`src/rtl/pwm_multi.sv`:
```
// pwm_multi -- multi-channel PWM generator sharing one period counter.
//
// Modes (selected by `mode`, taken up only on a period boundary):
//   00 edge-aligned   : cnt runs 0..period, output high while duty > cnt
//   01 center-aligned : cnt runs 0..period..1, output high while duty > cnt
//   10 sigma-delta    : per-channel accumulator, output is the carry
//   11 reserved       : outputs low, counter and accumulators frozen
//
// Duty values are written into per-channel shadow registers at any time.
// They are copied into the active (compare) registers, together with mode
// and period, only on a boundary edge. This keeps periods glitch-free.
//
// Optional feature: define PWM_POLARITY_EN to add a per-channel `polarity`
// input that inverts the corresponding output. It is latched on boundaries.
//
// Ports:
//   clk        in   rising-edge clock
//   rst        in   asynchronous active-high reset
//   mode       in   [1:0] operating mode (see above)
//   period     in   [WIDTH-1:0] terminal count of the shared counter
//   duty_wr    in   write strobe for shadow duty register ch_sel
//   ch_sel     in   channel addressed by duty_wr; out-of-range writes are dropped
//   duty_in    in   [WIDTH-1:0] duty value to write
//   polarity   in   [CHANNELS-1:0] output inversion (PWM_POLARITY_EN only)
//   pwm_out    out  [CHANNELS-1:0] registered PWM outputs
//   period_end out  one-cycle pulse after each boundary (edge/center modes)
module pwm_multi #(
  parameter int WIDTH    = 8,
  parameter int CHANNELS = 4,
  localparam int SEL_W   = (CHANNELS > 1) ? $clog2(CHANNELS) : 1
) (
  input  logic                clk,
  input  logic                rst,
  input  logic [1:0]          mode,
  input  logic [WIDTH-1:0]    period,
  input  logic                duty_wr,
  input  logic [SEL_W-1:0]    ch_sel,
  input  logic [WIDTH-1:0]    duty_in,
`ifdef PWM_POLARITY_EN
  input  logic [CHANNELS-1:0] polarity,
`endif
  output logic [CHANNELS-1:0] pwm_out,
  output logic                period_end
);

  typedef enum logic [1:0] {
    MODE_EDGE   = 2'b00,
    MODE_CENTER = 2'b01,
    MODE_SD     = 2'b10,
    MODE_RSVD   = 2'b11
  } mode_t;

  mode_t               act_mode_reg;
  logic [WIDTH-1:0]    act_period_reg;
  logic [WIDTH-1:0]    cnt_reg;
  logic [WIDTH-1:0]    cnt_next;
  logic                dir_down_reg;
  logic                dir_down_next;
  logic                boundary;
  logic                mode_change;
  logic [CHANNELS-1:0] raw_next;
  logic [CHANNELS-1:0] pol_eff;
  logic [CHANNELS-1:0] pwm_reg;
  logic                period_end_reg;

  // Counter sequencing and boundary detection, all from the active copies.
  always_comb begin
    boundary      = 1'b1;
    cnt_next      = '0;
    dir_down_next = 1'b0;
    case (act_mode_reg)
      MODE_EDGE: begin
        boundary = (cnt_reg == act_period_reg);
        cnt_next = boundary ? '0 : cnt_reg + 1'b1;
      end
      MODE_CENTER: begin
        // The boundary is the edge whose next count is 0. With period==1
        // the sequence is just 0,1, so the top itself is that edge.
        if (act_period_reg == '0)
          boundary = 1'b1;
        else if (dir_down_reg)
          boundary = (cnt_reg == WIDTH'(1));
        else
          boundary = (act_period_reg == WIDTH'(1)) && (cnt_reg == act_period_reg);

        if (boundary) begin
          cnt_next      = '0;
          dir_down_next = 1'b0;
        end else if (dir_down_reg || (cnt_reg == act_period_reg)) begin
          cnt_next      = cnt_reg - 1'b1;
          dir_down_next = 1'b1;
        end else begin
          cnt_next      = cnt_reg + 1'b1;
          dir_down_next = 1'b0;
        end
      end
      default: begin
        // Sigma-delta and reserved: counter parked at 0, every edge is a
        // boundary so new settings are picked up immediately.
        boundary      = 1'b1;
        cnt_next      = '0;
        dir_down_next = 1'b0;
      end
    endcase
    mode_change = boundary && (mode != act_mode_reg);
  end

  // Per-channel shadow/active duty, accumulator and compare.
  genvar gi;
  generate
    for (gi = 0; gi < CHANNELS; gi++) begin : ch_g
      logic [WIDTH-1:0] shadow_reg;
      logic [WIDTH-1:0] active_reg;
      // Low WIDTH bits of the WIDTH+1 bit accumulator; its carry bit is
      // registered straight into pwm_out.
      logic [WIDTH-1:0] acc_reg;
      logic [WIDTH:0]   acc_sum;

      assign acc_sum = {1'b0, acc_reg} + {1'b0, active_reg};

      always_ff @(posedge clk or posedge rst) begin
        if (rst) begin
          shadow_reg <= '0;
          active_reg <= '0;
          acc_reg    <= '0;
        end else begin
          if (duty_wr && (ch_sel == SEL_W'(gi)))
            shadow_reg <= duty_in;
          // Non-blocking: a write on the boundary edge waits for the next one.
          if (boundary)
            active_reg <= shadow_reg;
          if (mode_change)
            acc_reg <= '0;
          else if (act_mode_reg == MODE_SD)
            acc_reg <= acc_sum[WIDTH-1:0];
        end
      end

      assign raw_next[gi] =
        ((act_mode_reg == MODE_EDGE) || (act_mode_reg == MODE_CENTER)) ? (active_reg > cnt_reg) :
        (act_mode_reg == MODE_SD) ? acc_sum[WIDTH] : 1'b0;
    end
  endgenerate

`ifdef PWM_POLARITY_EN
  logic [CHANNELS-1:0] pol_reg;

  always_ff @(posedge clk or posedge rst) begin
    if (rst)
      pol_reg <= '0;
    else if (boundary)
      pol_reg <= polarity;
  end

  assign pol_eff = pol_reg;
`else
  assign pol_eff = '0;
`endif

  always_ff @(posedge clk or posedge rst) begin
    if (rst) begin
      cnt_reg        <= '0;
      dir_down_reg   <= 1'b0;
      act_mode_reg   <= MODE_EDGE;
      act_period_reg <= '0;
      pwm_reg        <= '0;
      period_end_reg <= 1'b0;
    end else begin
      cnt_reg      <= cnt_next;
      dir_down_reg <= dir_down_next;
      if (boundary) begin
        act_mode_reg   <= mode_t'(mode);
        act_period_reg <= period;
      end
      pwm_reg        <= raw_next ^ pol_eff;
      period_end_reg <= boundary &&
                        ((act_mode_reg == MODE_EDGE) || (act_mode_reg == MODE_CENTER));
    end
  end

  assign pwm_out    = pwm_reg;
  assign period_end = period_end_reg;

endmodule

```
`config.mk`:
```
export PLATFORM = sky130hd
export DESIGN_NAME = pwm_multi
export DESIGN_NICKNAME = d
export VERILOG_FILES = /design/src/rtl/pwm_multi.sv
export SDC_FILE = /design/constraint.sdc
export NUM_CORES = 1
export LEC_CHECK = 0
export BUFFER_PORTS_ARGS = -buffer_cell sky130_fd_sc_hd__buf_4
export CAP_MARGIN = 40
export CORE_UTILIZATION = 50
export DETAILED_ROUTE_END_ITERATION = 8
export GPL_TIMING_DRIVEN = 0
export PLACE_DENSITY_LB_ADDON = 0.05
export SYNTH_ARGS = -nofsm -noshare
export SYNTH_HDL_FRONTEND = slang
export SYNTH_SLANG_ARGS = --single-unit
```
`constraint.sdc`:
```
create_clock -name clk -period 3.94 [get_ports clk]
set_input_delay 0.197 -clock clk [delete_from_list [all_inputs] [get_ports clk]]
set_output_delay 0.197 -clock clk [all_outputs]
set_load 0.02 [all_outputs]
```
==> flow_metrics.tcl <==
set metrics [dict create \
    htree_levels 4 \
    worst-path-max-fanout 10 \
    postSynth.asyncResetShare_pct 100 \
    leakage_nw 3.81 \
    drive_above_1_share_pct 19.6 \
    setup_viol 0 \
    nets 806 \
    seq_area_frac_synth_pct 43.2 \
    end_kind "register" \
    fin_util_pct 59.9 \
    rsz0062_at_grt "false" \
    avgSynthCellArea_um2 10.6 \
    rrSetupSlack_ns 1.46 \
    cts-buffers-inserted 17 \
    clk_pin_slew_ns 0.06 \
    num_vias 5199 \
    tns_ns 0 \
    cp.arrival_ns 2.82 \
    dpl.hpwl_um 12400 \
    dr.pass1.iters 5 \
    r2r-start "act_mode_reg[1]$_DFFE_PP0P_" \
    route.detailed.drc 0 \
    grt_pass1_wl_um 27500 \
    antenna_cells 0 \
    critPathLaunch "act_mode_reg[1]$_DFFE_PP0P_" \
    max_freq_mhz 403 \
    finalClockSkew_ns 0.0105 \
    pre_cts_ws_ns 1.49 \
    cts-root-buf "clkbuf_16" \
    slew-limit-headroom_pct 49.2 \
    drtIter0Drc 297 \
    finalHoldViolations 0 \
    grt_pass1_vias 5344 \
    startpoint_type "register" \
    ir_drop_mv 0.386 \
    whs_ns 0.0129 \
    post_cts.repair.setup_buffers 0 \
    ys_warn_count 0 \
    worstSkewPairLatency_ns 0.43 \
    fin_crit_sh_pct 63.0 \
    drt_wl_total_um 16900 \
    synth_nets 752 \
    syn_inst 658 \
    hold_start "mode[1]" \
    floorplan.rows 42 \
    gp_congestion 0.857 \
    cts_tree "yes" \
    synth_edf_count 0 \
    die_h_um 120 \
    grt_max_degree 93 \
    yosys_most_used_dff "dfrtp_1" \
    maxCapViolCount 0 \
    cts-resized-gates 0 \
    io_pins 28 \
    wl_per_cell_um 18.8 \
    tightest_slew_ns 0.759 \
    hold_path.class "in -> reg" \
    ant_nets 0 \
    dieWidth_um 120 \
    cellPowerDensity_nw_per_um2 700 \
    start_util_pct 51.9 \
    worstSetupPathType "reg -> reg" \
    antenna_found_initial 0 \
    synth.cell_area_um2 6950 \
    ys_ff_latch 120 \
    viasPerCell 5.77 \
    setup_slack_ns 1.46 \
    hold_buffers 7 \
    die_area_um2 14400 \
    overflow 0 \
    port_buffers 27 \
    synth_cell_types 46 \
    gr-usage-all-layers_pct 25.7 \
    core-area_um2 13400 \
    cts_buffer_depth 2 \
    status "complete, no violations" \
    worst_ep_required_time_ns 4.28 \
    clock-sinks 120 \
    post_dp_cell_area_um2 7410 \
    fin_crit_ns 2.48 \
    syn_to_final_growth_pct 15.6 \
    slew_violations 0 \
    finalInstanceArea_um2 8030 \
]
==> Yosys cell counts, types with 13 or more instances <==
master	count	area (um^2)
inv_1	43	161
clkbuf_1	13	48.8
a21oi_1	41	205
mux2_2	65	732
a21o_1	19	143
dfrtp_1	120	3000
o21ai_0	31	155
ha_1	67	838
nand2_1	53	199
nor2_1	34	128
a211oi_1	13	97.6
==> critical path, stage by stage (launching register included) <==
cell,delay (ns)
dfrtp_1,0.38
clkbuf_1,0.46
nor2b_1,0.20
clkbuf_1,0.40
clkbuf_1,0.53
o2111ai_1,0.23
a31oi_1,0.20
==> kinds of logic after synthesis <==
kind of cell	count (synthesis)	synth area share (%)
flip-flops	120	43.2
XOR/XNOR	22	2.77
adder cells (fa/ha/maj)	71	13.2
AND/OR/NAND/NOR	164	12.1
buffers and inverters	68	4.30
AO/OA/AOI/OAI	145	13.5
multiplexers	68	11.0
==> area by class of cell <==
cell class / count / area, um^2
buffer: 25 / 138
clock buffer: 19 / 433
clock inverter: 13 / 123
fill: 1129 / 5370
inverter: 43 / 166
multi-input combinational: 470 / 3650
sequential: 120 / 3000
tap: 176 / 220
timing repair buffer: 35 / 300
==> worst paths after layout <==
kind | endpoint | cells after the start
worst max-delay path | ch_g[1].acc_reg[7]$_DFFE_PP0P_ | 6
worst min register to register | ch_g[0].active_reg[0]$_DFFE_PP0P_ | 2
worst min-delay path | act_mode_reg[1]$_DFFE_PP0P_ | 2
min in group asynchronous | ch_g[0].shadow_reg[3]$_DFFE_PP0P_ | 3
max in group asynchronous | ch_g[3].acc_reg[0]$_DFFE_PP0P_ | 4
worst max register to register | ch_g[1].acc_reg[7]$_DFFE_PP0P_ | 6
==> per-layer routing <==
layer	routed length, um	vias to the layer above	global-route usage, %
met2	8310	115	42.9
met3	622	40	5.42
met1	7500	2571	32.1
li1	-	2473	-
met5	0	-	0
met4	479	0	11.3
==> where the power goes <==
group	internal, W	switching (W)	total, W
logic	0.00104	0.00111	0.00216
clock network	0.000870	0.000589	0.00146
registers	0.00163	0.000376	0.00201
==> cells in the final DEF (no fill, tap or decap), types with 15 or more instances in the layout <==
cell type,netlist,final
nor2_1,34,34
clkbuf_1,13,15
mux2_2,65,65
ha_1,67,67
buf_4,4,31
inv_1,43,42
dfrtp_1,120,120
clkbuf_16,0,17
o21ai_0,31,31
a21o_1,19,19
nand2_1,53,53
a21oi_1,41,41
==> per-stage QoR <==
stage,std cells,power [W]
6_report,901,0.00562
3_5_place_dp,862,0.00416
5_1_grt,901,0.00604
2_1_floorplan,658,0.00353
4_1_cts,901,0.00565
3_3_place_gp,861,0.00404
(Power assumes the default switching activity.)
